### config.mk
export PLATFORM = sky130hd
export DESIGN_NAME = snitch_icache_refill
export DESIGN_NICKNAME = d
export VERILOG_FILES = /design/src/rtl/snitch_icache_refill.sv
export SDC_FILE = /design/constraint.sdc
export NUM_CORES = 1
export LEC_CHECK = 0
export ABC_AREA = 1
export ABC_CLOCK_PERIOD_IN_PS = 1700
export BUFFER_PORTS_ARGS = -buffer_cell sky130_fd_sc_hd__buf_2
export CAP_MARGIN = 30
export CORE_MARGIN = 3
export CORE_UTILIZATION = 28
export CTS_BUF_LIST = sky130_fd_sc_hd__clkbuf_4 sky130_fd_sc_hd__clkbuf_8
export DETAILED_ROUTE_END_ITERATION = 12
export MAX_ROUTING_LAYER = met4
export PLACE_DENSITY = 0.62
export SYNTH_ARGS = -nofsm -noshare
export SYNTH_HDL_FRONTEND = slang
export SYNTH_SLANG_ARGS = --single-unit
### constraint.sdc
create_clock -name clk_i -period 1.7 [get_ports clk_i]
set_clock_uncertainty 0.15 [all_clocks]
set_input_delay 0.17 -clock clk_i [delete_from_list [all_inputs] [get_ports clk_i]]
set_output_delay 0.17 -clock clk_i [all_outputs]
set_load 0.1 [all_outputs]
### src/rtl/snitch_icache_refill.sv
// snitch_icache_refill: splits icache line refills into memory beats and reassembles the lines
module snitch_icache_refill #(
    parameter int unsigned FETCH_AW   = 48,
    parameter int unsigned LINE_WIDTH = 128,
    parameter int unsigned MEM_DW     = 64,
    parameter int unsigned PENDING_IW = 2,
    parameter int unsigned MAX_LINES  = 2
) (
    input  logic                  clk_i,
    input  logic                  rst_i,
    input  logic [FETCH_AW-1:0]   in_req_addr_i,
    input  logic [PENDING_IW-1:0] in_req_id_i,
    input  logic                  in_req_valid_i,
    output logic                  in_req_ready_o,
    output logic [LINE_WIDTH-1:0] in_rsp_data_o,
    output logic                  in_rsp_error_o,
    output logic [PENDING_IW-1:0] in_rsp_id_o,
    output logic                  in_rsp_valid_o,
    input  logic                  in_rsp_ready_i,
    output logic [FETCH_AW-1:0]   mem_req_addr_o,
    output logic                  mem_req_valid_o,
    input  logic                  mem_req_ready_i,
    input  logic [MEM_DW-1:0]     mem_rsp_data_i,
    input  logic                  mem_rsp_error_i,
    input  logic                  mem_rsp_valid_i,
    output logic                  mem_rsp_ready_o
);
    localparam int unsigned BEATS = LINE_WIDTH / MEM_DW;
    localparam int unsigned BW    = BEATS > 1 ? $clog2(BEATS) : 1;
    localparam int unsigned BO    = $clog2(MEM_DW / 8);
    localparam int unsigned PW    = MAX_LINES > 1 ? $clog2(MAX_LINES) : 1;
    localparam int unsigned CW    = $clog2(MAX_LINES + 1);
    localparam logic [BW-1:0] LAST = BW'(BEATS - 1);
    localparam logic [PW-1:0] PTR_LAST = PW'(MAX_LINES - 1);

    typedef enum logic {IDLE, ISSUE} state_e;

    state_e                state_q, state_d;
    logic [FETCH_AW-1:0]   base_q;
    logic [BW-1:0]         issue_cnt_q, collect_cnt_q;
    logic [PENDING_IW-1:0] tags_q [MAX_LINES];
    logic [PW-1:0]         wptr_q, rptr_q;
    logic [CW-1:0]         count_q;
    logic [LINE_WIDTH-1:0] line_q;
    logic                  line_full_q, err_q;
    logic                  full, req_hs, mem_hs, beat_hs, rsp_hs;

    assign full            = count_q == CW'(MAX_LINES);
    assign req_hs          = in_req_valid_i && in_req_ready_o;
    assign mem_hs          = mem_req_valid_o && mem_req_ready_i;
    assign beat_hs         = mem_rsp_valid_i && mem_rsp_ready_o;
    assign rsp_hs          = in_rsp_valid_o && in_rsp_ready_i;
    assign mem_req_addr_o  = base_q + (FETCH_AW'(issue_cnt_q) << BO);
    assign mem_rsp_ready_o = !line_full_q;
    assign in_rsp_valid_o  = line_full_q;
    assign in_rsp_data_o   = line_q;
    assign in_rsp_error_o  = err_q;
    assign in_rsp_id_o     = tags_q[rptr_q];

    always_comb begin
        state_d         = state_q;
        in_req_ready_o  = 1'b0;
        mem_req_valid_o = 1'b0;
        if (state_q == IDLE) begin
            in_req_ready_o = !full;
            state_d        = (in_req_valid_i && !full) ? ISSUE : IDLE;
        end else begin
            mem_req_valid_o = 1'b1;
            state_d         = (mem_req_ready_i && issue_cnt_q == LAST) ? IDLE : ISSUE;
        end
    end

    always_ff @(posedge clk_i) begin
        if (rst_i) begin
            state_q       <= IDLE;
            base_q        <= '0;
            issue_cnt_q   <= '0;
            collect_cnt_q <= '0;
            wptr_q        <= '0;
            rptr_q        <= '0;
            count_q       <= '0;
            line_q        <= '0;
            line_full_q   <= 1'b0;
            err_q         <= 1'b0;
            for (int i = 0; i < MAX_LINES; i++) tags_q[i] <= '0;
        end else begin
            state_q <= state_d;
            count_q <= count_q + CW'(req_hs) - CW'(rsp_hs);
            if (req_hs) begin
                base_q         <= in_req_addr_i & ~FETCH_AW'(LINE_WIDTH / 8 - 1);
                tags_q[wptr_q] <= in_req_id_i;
                wptr_q         <= wptr_q == PTR_LAST ? '0 : wptr_q + PW'(1);
            end
            if (mem_hs) issue_cnt_q <= issue_cnt_q == LAST ? '0 : issue_cnt_q + BW'(1);
            // beats and line return never coincide: beats are refused while the line is full
            if (beat_hs) begin
                line_q[collect_cnt_q*MEM_DW +: MEM_DW] <= mem_rsp_data_i;
                err_q         <= err_q | mem_rsp_error_i;
                collect_cnt_q <= collect_cnt_q == LAST ? '0 : collect_cnt_q + BW'(1);
                line_full_q   <= collect_cnt_q == LAST;
            end
            if (rsp_hs) begin
                rptr_q      <= rptr_q == PTR_LAST ? '0 : rptr_q + PW'(1);
                line_full_q <= 1'b0;
                err_q       <= 1'b0;
            end
        end
    end

    a_rsp_outstanding: assert property (@(posedge clk_i) disable iff (rst_i)
        mem_rsp_valid_i |-> count_q != '0);
endmodule

==> impl_summary.md <==
Placed design
Prior to clock tree synthesis, the placed netlist has a worst setup slack of 0.0998 ns. The placed wire-length estimate after detailed placement is 14800 um. Port buffering added 296 buffers. At the end of routability-driven placement, the weighted congestion stood at 0.785.

Global route
The largest net degree at the start of global routing is 61. The total global routing track utilization is 15.7%. The first global-routing pass estimated 35600 um of wire. The number of antenna violations at the first check in global routing came to 1. The number of global-route vias before repair is 7275. Global routing finished with a remaining overflow of 0.

Yosys
The synthesized instance count is 1089. In the synthesized netlist, the cells that appear most often are sky130_fd_sc_hd__nand2_1, sky130_fd_sc_hd__nor2_1, sky130_fd_sc_hd__dfxtp_1. Ranked by total cell area, the synthesized netlist is headed by sky130_fd_sc_hd__dfxtp_1, sky130_fd_sc_hd__nand2_1, sky130_fd_sc_hd__nor2_1. Counting flops with a built-in enable in the synthesized netlist gives 4. The fraction of registers with async set or reset after synthesis is 0%.

The total of flip-flops plus latches after synthesis is 186. Yosys mapped the design onto 18 distinct sky130hd cell types. In this run the cell area of the synthesized design comes to 0.00748 mm^2. In this run the biggest area consumer among cell types represents 48.7% of the synthesized area. The yosys synthesis warning count is 0. sky130_fd_sc_hd__nand2_1 is the most common cell in the netlist.

The average instance in the mapped netlist occupies 6.87 um^2. The synthesized design spends more area on one cell type than any other, namely sky130_fd_sc_hd__dfxtp_1. Sequential cells were found to cover 50.3% of the synthesized design area. The commonest register cell after synthesis is sky130_fd_sc_hd__dfxtp_1.

STA
Dividing the final minimum period by the clock period gives 96.6%. The number of hold violations in the final report is 0. Once routing completed, OpenROAD measured the worst setup slack at 0.0582 ns. The worst slew margin relative to its limit is 64.8%. Setup repair after global routing could not meet its margin everywhere.

The post-route minimum period is 1.64 ns. The transition time of the tightest slew-check pin is 0.531 ns. Setup violations remaining at the end of the flow were counted as 0. The number of max-slew violations in the final report is 0. The peak clock frequency supported by timing is 609 MHz.

Across all hold checks on the routed design, the worst slack comes to 0.156 ns.

Power and ir drop
The total power per unit cell area is 1140 mW/mm^2. For this design the static power due to leakage is 6.09 nW. IR analysis of the VDD net gives a maximum drop of 0.631 mV. The design draws 12.5 mW.

Floorplan
The overall die height is 169 um. The number of rows in the core area is 59. The effective utilization at floorplan is 28.6%. The die covers 0.0287 mm^2. The placeable core region is 0.0261 mm^2.

For this design the top-level I/O count stands at 304. The die boundary width is 169 um.

CTS
Clock tree synthesis found a total of 186 sinks. The number of buffers inserted to repair setup after CTS is 0. In this run the clock root is driven by a sky130_fd_sc_hd__clkbuf_8. At the later pin of the worst-skew pair, clock insertion delay measures 0.45 ns.

The H-tree generated during clock tree synthesis spans 4 levels. No sink is reached through more buffers than the 2 on the longest clock path. Buffers inserted during clock tree synthesis total 17.

TritonCTS built the clock tree. Clock-pin slew was measured on the worst setup and hold paths at 0.10 ns.

Detailed routing
The length of the first detailed-routing pass in iterations is 5. The via count of the routed design is 7663. The mean number of vias per cell is 4.21. After detailed routing, the average wire length per cell comes to 12.3 um. The wire length reported by the detailed router is 22400 um. The antenna violation net count after detailed routing is 0. The remaining design rule violation count is 0. The DRC marker count from the first detailed-route iteration is 365.

Setup path
The slack of the worst reg-to-reg path is 0.13 ns. The startpoint of the most critical register-to-register path is count_q[0]. For the worst setup path, the data required time is 1.38 ns.

The worst setup path is captured at an output pin. The kind of critical path is reg2out. The data arrival time of the critical path is 1.32 ns. The endpoint of the lowest-slack register-to-register path is count_q[1]. The type of element launching the critical path is a flip-flop. Of all nets on the critical path, the largest fanout is 2. The worst register-to-register path has a depth of 10.

Hold path
The number of cells on the worst hold path is 6. The critical hold path startpoint is in_req_valid_i. The min-delay analysis places its worst path in the category in2reg. The end of the worst hold path is base_q[46].

Final layout
The number of inserted filler cells in the final layout is 2675. The post-synthesis to final-layout area growth is 46.9%. At the end of the flow the core is filled with cells to 42.0%. The post-route netlist has 24.9% of its cells at a drive strength greater than 1. In the final design database the tool counted 1594 nets.

Run
The number of max-capacitance violations reported is 0.

Run status
The flow ran to the end, and the final reports show no timing, DRC or antenna violations.
cells in the final DEF (no fill, tap or decap), types with 3 or more instances in the layout:
cell / netlist / layout
sky130_fd_sc_hd__a21oi_1: 6 / 5
sky130_fd_sc_hd__buf_12: 0 / 12
sky130_fd_sc_hd__buf_2: 59 / 291
sky130_fd_sc_hd__buf_4: 5 / 12
sky130_fd_sc_hd__clkbuf_8: 0 / 18
sky130_fd_sc_hd__conb_1: 1 / 3
sky130_fd_sc_hd__dfxtp_1: 182 / 177
sky130_fd_sc_hd__dfxtp_2: 0 / 3
sky130_fd_sc_hd__dlygate4sd3_1: 0 / 115
sky130_fd_sc_hd__edfxtp_1: 4 / 4
sky130_fd_sc_hd__inv_1: 141 / 139
sky130_fd_sc_hd__inv_6: 0 / 6
sky130_fd_sc_hd__inv_8: 0 / 3
sky130_fd_sc_hd__nand2_1: 313 / 310
sky130_fd_sc_hd__nand3_1: 48 / 47
sky130_fd_sc_hd__nand4_1: 46 / 46
sky130_fd_sc_hd__nor2_1: 266 / 265
what timing repair did:
item | 4_1_cts | 5_1_grt
endpoints found under the setup margin | 4 | 36
resized for setup | 8 | 9
hold endpoints to repair | 184 | 0
hold buffers | 115 | 0
gates cloned | 0 | 0
pin swaps | 0 | 3
where the power goes:
part           total, mW  internal (mW)  switching, mW
Sequential          4.93           4.75          0.186
Combinational       4.62          0.941           3.67
Clock               2.95           1.14           1.81
cells by family after synthesis:
group / share of synthesized area [%]
fa+ha+maj: 0.335
flops: 50.3
other cells: 0.0501
mux: 0.301
buf+inv: 12.0
xor+xnor: 0.234
simple gates: 36.3
compound gates: 0.468
area by class of cell:
cell class	instances	area [um^2]	share of cell area (%)
Antenna cell	1	2.50	0.0228
Clock buffer	19	255	2.32
Clock inverter	13	124	1.13
Inverter	143	544	4.95
Multi-Input combinational cell	690	2900	26.4
Sequential cell	186	3770	34.4
Tap cell	335	419	3.82
Timing Repair Buffer	433	2970	27.0
sequential cells by signal (all words and copies together), names as in the netlist, named ones only:
register,count
wptr_q,1
in_rsp_valid_o,1
state_q,1
issue_cnt_q,1
tags_q,4
count_q,2
collect_cnt_q,1
in_rsp_data_o,128
base_q,44
rptr_q,1
in_rsp_error_o,1
worst max-delay path by stage:
stage / start / endpoint / slack (ns) / cells past startpoint
2_1_floorplan: state_q / count_q[1] / -0.03 / 10
3_3_place_gp: count_q[0] / count_q[1] / 0.09 / 10
3_5_place_dp: count_q[0] / count_q[1] / 0.1 / 10
4_1_cts: flip-flop / in_rsp_id_o[0] / 0.005 / 2
5_1_grt: count_q[0] / count_q[1] / -0.02 / 10
6_report: flip-flop / in_rsp_id_o[0] / 0.06 / 2
metrics by stage:
step	instance area [um^2]	cells	TNS (ns)
2_1_floorplan	7540	1091	-0.0260
3_3_place_gp	9400	1672	0
3_5_place_dp	9400	1672	0
4_1_cts	11000	1819	0
5_1_grt	11000	1820	-0.0407
6_report	11000	1820	0
critical path, cell delays in order (launching register included):
cell                      delay, ns
sky130_fd_sc_hd__dfxtp_2       0.35
sky130_fd_sc_hd__mux2_2        0.34
sky130_fd_sc_hd__buf_6         0.19
per-layer routing:
layer / share of wire [%] / GRT usage, % / wire length (um)
met5: 0 / - / 0
met2: 46 / 25.5 / 10400
met4: 2.3 / 5.55 / 527
met3: 6.4 / 3.66 / 1440
met1: 45 / 19.1 / 10000
Note: power is estimated with default switching activity, not from simulation.
